[config.mk]
export PLATFORM = sky130hd
export DESIGN_NAME = vec_mem_serializer
export DESIGN_NICKNAME = d
export VERILOG_FILES = /design/src/rtl/vec_mem_serializer.sv
export SDC_FILE = /design/constraint.sdc
export NUM_CORES = 1
export LEC_CHECK = 0
export CAP_MARGIN = 20
export CORE_ASPECT_RATIO = 1.25
export CORE_MARGIN = 5
export CORE_UTILIZATION = 53
export DETAILED_ROUTE_END_ITERATION = 7
export PLACE_DENSITY = 0.86
export SLEW_MARGIN = 20
export SYNTH_ARGS = -nofsm -noshare
export SYNTH_HDL_FRONTEND = slang
export SYNTH_SLANG_ARGS = --single-unit
export TNS_END_PERCENT = 10
[constraint.sdc]
create_clock -name CLK -period 5.6 [get_ports CLK]
set_clock_uncertainty 0.15 [all_clocks]
set_input_delay 1.12 -clock CLK [delete_from_list [all_inputs] [get_ports CLK]]
set_output_delay 1.12 -clock CLK [all_outputs]
set_load 0.1 [all_outputs]
[src/rtl/vec_mem_serializer.sv]
// Serializes one LANES x N vector request into LANES single-lane accesses on a
// narrow synchronous RAM port, and gathers read lanes back into one vector.
module vec_mem_serializer #(
  parameter int N     = 16,
  parameter int LANES = 16,
  parameter int AW    = 16
) (
  input  logic               CLK,
  input  logic               RST,
  input  logic               req_valid,
  output logic               req_ready,
  input  logic               req_write,
  input  logic [AW-1:0]      req_addr,
  input  logic [LANES*N-1:0] req_wdata,
  output logic               resp_valid,
  output logic [LANES*N-1:0] resp_rdata,
  output logic               busy,
  output logic               mem_en,
  output logic               mem_we,
  output logic [AW-1:0]      mem_addr,
  output logic [N-1:0]       mem_wdata,
  input  logic [N-1:0]       mem_rdata,
  output logic [2:0]         state_dbg
);

  // Handshake: a request transfers on the rising edge where req_valid && req_ready;
  // req_ready is high only in IDLE, so a request arriving while busy is simply held
  // off (not queued) until the requester sees req_ready.

  localparam int CW = (LANES > 1) ? $clog2(LANES) : 1;
  localparam logic [CW-1:0] LAST = CW'(LANES - 1);

  typedef enum logic [2:0] {IDLE, WRITE, READ, DRAIN, DONE} state_t;

  state_t             state, state_next;
  logic [CW-1:0]      cnt, cnt_next, cnt_prev;
  logic [AW-1:0]      base, base_next;
  logic [LANES*N-1:0] wbuf, wbuf_next, gather;
  logic               accept, issue_next;

  assign accept     = req_valid && req_ready;
  assign cnt_prev   = cnt - 1'b1;
  assign issue_next = (state_next == WRITE) || (state_next == READ);

  always_ff @(posedge CLK or negedge RST) begin
    if (!RST) state <= IDLE;
    else      state <= state_next;
  end

  always_comb begin
    state_next = state;
    cnt_next   = '0;
    base_next  = base;
    wbuf_next  = wbuf;
    unique case (state)
      IDLE: if (accept) begin
        state_next = req_write ? WRITE : READ;
        base_next  = req_addr;
        wbuf_next  = req_wdata;
      end
      WRITE: if (cnt == LAST) state_next = DONE;
             else             cnt_next   = cnt + 1'b1;
      READ:  if (cnt == LAST) state_next = DRAIN;
             else             cnt_next   = cnt + 1'b1;
      DRAIN:   state_next = DONE;
      DONE:    state_next = IDLE;
      default: state_next = IDLE;
    endcase
  end

  always_comb begin
    req_ready  = (state == IDLE);
    busy       = (state != IDLE);
    resp_valid = (state == DONE);
    state_dbg  = state;
  end

  // RAM port registers are loaded from the next-cycle lane so they line up with
  // the state that issues them; address arithmetic wraps modulo 2^AW.
  always_ff @(posedge CLK or negedge RST) begin
    if (!RST) begin
      cnt        <= '0;
      base       <= '0;
      wbuf       <= '0;
      gather     <= '0;
      resp_rdata <= '0;
      mem_en     <= 1'b0;
      mem_we     <= 1'b0;
      mem_addr   <= '0;
      mem_wdata  <= '0;
    end else begin
      cnt       <= cnt_next;
      base      <= base_next;
      wbuf      <= wbuf_next;
      mem_en    <= issue_next;
      mem_we    <= (state_next == WRITE);
      mem_addr  <= issue_next ? AW'(base_next + AW'(cnt_next)) : '0;
      mem_wdata <= (state_next == WRITE) ? wbuf_next[cnt_next*N +: N] : '0;
      if (state == READ && cnt != '0)
        gather[cnt_prev*N +: N] <= mem_rdata;
      // Last lane arrives in DRAIN; the full vector is visible during DONE.
      if (state == DRAIN)
        resp_rdata <= {mem_rdata, gather[(LANES-1)*N-1:0]};
    end
  end

endmodule

==> impl_metrics.toml <==
[worst_setup_path]
r2r_slack_ps = 1230
crit_type = "flop to output port"
cp_max_fo = 13
endpoint_kind = "output port"
crit_required_ps = 4330
timing.rr.end = "gather[200]"
start_kind = "flop"
r2r-start = "cnt[0]"
reg2regPathDepth = 10
crit_arrival_ps = 3180

[pwr]
peakVddDrop_uv = 487
power.leakage_nw = 20.1
power_frac_comb = 0.454
clockPowerShare = 0.217
power_frac_seq = 0.329
p_int_mw = 14.7
switching_power_mw = 11.0
power_density_mw_per_mm2 = 596
swShare = 0.427

[floorplan]
core_area_mm2 = 0.0630
placementRows = 103
io_pins = 588
start_util = 0.533
die_w_um = 235
die_y_um = 291
die_area_mm2 = 0.0685

[placed_design]
port_buffers = 587
dpl.cell_count = 3783
gp_congestion = 0.964
dp_hpwl_mm = 73.9

[route]
via_per_inst = 5.73
postRouteAntennaNets = 0
post_drt_wl_per_cell_um = 26.2
drt_iter0_markers = 1594
drc = 0
routed_wirelength_mm = 103
vias = 22576
firstDrtPassIters = 5

[yosys]
synth_ff_type = "dfrtp_1"
synth_top_cell_by_area = "dfrtp_1"
synth_area_per_cell_um2 = 13.6
ys_ff_latch = 809
synth.net_count = 2776
syn-cell-area_mm2 = 0.0336
synth_edf_count = 0
ys_warn_count = 0
synth_top_area_frac = 0.603
synth_cells = 2472
synth_area_leaders = "dfrtp_1 60%, mux2_2 23%, nand2_1 2.5%, mux2i_1 2.1%, nor2_1 1.2%"
ys_types = 53
async_reset_ff_frac = 1.00
yosysSeqAreaShare = 0.603

[sta]
worst_slew_pin_slew_ps = 1140
max_freq_mhz = 225
setup_viol = 0
slew_viol_final = 0
hold_violations = 0
slew_headroom = 0.237
tns_ps = 0
fin_hold_ws_ps = 237
fin_crit_ps = 4450
rsz0062_at_grt = "no"
fin_crit_sh = 0.795

[global_route]
overflow = 0
antenna_found_initial = 12
grt_start_max_net_pins = 154
grt_usage = 0.294
grt_pass1_wl_mm = 155
grt_pass1_vias = 24551

[finish]
fillCellCount = 4129
multi_input_area_mm2 = 0.0127
instances_no_fill = 3938
post-route-util = 0.683
syn_to_final_growth_pct = 28.2
layout-drive-gt1-share = 0.296
fin_nets = 3329
register_area_mm2 = 0.0202

[cts]
postCtsSetupBuffers = 0
clk_latency_ps = 640
cts.htree.levels = 3
clock_sinks = 809
cts_hold_buffers = 0
cts_tree = "yes"
cts_resized = 0
clkSlewWorstSetupHoldPaths_ps = 60
cts_root_buf = "clkbuf_16"
clock_path_buffers = 3
cts_made_buffers = 79

[worst_hold_path]
min_path_type = "primary input to asynchronous set/reset pin"

[status]
status = "finished clean"

[job]
maxCapViolCount = 0
[cell usage in the layout (no fill, tap or decap), drive strengths merged, types with 11 or more instances in the layout]
| cell | synthesis | final |
|---|---|---|
| a31oi | 16 | 16 |
| o32ai | 16 | 16 |
| clkdlybuf4s50 | 0 | 580 |
| a21oi | 14 | 14 |
| nand2 | 228 | 228 |
| o21ba | 30 | 30 |
| dfrtp | 809 | 809 |
| nor3 | 61 | 61 |
| buf | 65 | 42 |
| inv | 20 | 24 |
| o21ai | 19 | 19 |
| and2 | 39 | 39 |
| o211ai | 15 | 15 |
| nor2 | 109 | 109 |
| mux2i | 70 | 70 |
| nand3 | 26 | 26 |
| o31a | 15 | 15 |
| clkinv | 0 | 22 |
| ha | 11 | 11 |
| mux2 | 696 | 696 |
| or3 | 16 | 16 |
| xnor2 | 11 | 11 |
| a21boi | 15 | 15 |
| clkbuf | 85 | 109 |
| and3 | 37 | 37 |
[logic make-up after synthesis]
logic type,Yosys count,share of synthesized area
AO/OA/AOI/OAI,158,0.0358
XOR/XNOR,18,0.00470
adder cells (fa/ha/maj),12,0.00470
buffers and inverters,170,0.0215
flip-flops,809,0.603
multiplexers,766,0.257
AND/OR/NAND/NOR,539,0.0733
[flip-flops by register name, summed over array words and instances (netlist names)]
| signal | count |
|---|---|
| state_dbg | 3 |
| cnt | 4 |
| wbuf | 256 |
| base | 16 |
| mem_addr | 16 |
| mem_wdata | 16 |
| mem_en | 1 |
| gather | 240 |
| mem_we | 1 |
| resp_rdata | 256 |
[cells in the mapped netlist (3+ instances only)]
master    count
nand3_1      26
mux2_4       22
a31oi_1      16
o21a_1        3
o32ai_1      16
o21ai_0      19
xor2_1        7
clkbuf_1     85
o31a_1       15
a21boi_0     13
inv_1        19
nand4_1       7
a21oi_1      14
mux2i_1      70
ha_1         11
o211ai_1     15
nand2_1     228
nor2_1      109
o21bai_1      3
nor3_1       61
buf_6         4
and2_1       39
or3_1        16
buf_2        44
dfrtp_1     809
o21ba_2      30
and3_1       37
a211oi_1      3
buf_1        17
xnor2_1      11
mux2_2      673
nand2b_1      3
[per-stage QoR]
step	power [mW]	instance area [µm²]	worst slack, ps
final	25.6	43000	1150
after global routing	26.6	43000	1020
after CTS	25.7	43000	1150
after detailed placement	20.0	40300	904
after global placement	19.6	40300	1000
after floorplan	16.7	33600	837
[critical path, cell delays in order, from the launching register on]
cell and delay [ps]:
dfrtp_1 760, inv_1 320, nor3_1 250, clkdlybuf4s50_1 1220
[cell type report]
type / count / share of cell area
Sequential cell: 809 / 0.470
Multi-Input combinational cell: 1493 / 0.295
Timing Repair Buffer: 622 / 0.145
Clock buffer: 109 / 0.0523
Tap cell: 840 / 0.0244
Clock inverter: 36 / 0.0111
Inverter: 20 / 0.00177
Antenna cell: 9 / 0.000523
[how the worst max path moves through the flow]
stage | from | endpoint | slack, ps | depth (start not counted)
6_report | state_dbg[2] | resp_valid | 1150 | 3
5_1_grt | cnt[0] | gather[195] | 1020 | 10
4_1_cts | state_dbg[2] | resp_valid | 1150 | 3
3_5_place_dp | req_valid | mem_wdata[0] | 900 | 8
3_3_place_gp | req_valid | mem_wdata[0] | 1000 | 8
2_1_floorplan | state_dbg[2] | resp_valid | 840 | 3
[layer usage]
metal | vias up | share of wire | GRT usage
met5 | - | 0.00061 | 0
met4 | 8 | 0.059 | 0.160
met3 | 252 | 0.064 | 0.0606
met2 | 906 | 0.51 | 0.505
met1 | 11644 | 0.37 | 0.349
li1 | 9766 | - | -
[power groups by stage]
stage | Combinational [mW] | Clock (mW) | Sequential [mW]
CTS | 11.6 | 5.63 | 8.43
floorplan | 5.15 | 0 | 11.5
global placement | 11.2 | 0 | 8.41
detailed placement | 11.5 | 0 | 8.50
global route | 12.2 | 5.88 | 8.58
finish | 11.6 | 5.56 | 8.44
Note: power is estimated with default switching activity, not from simulation.
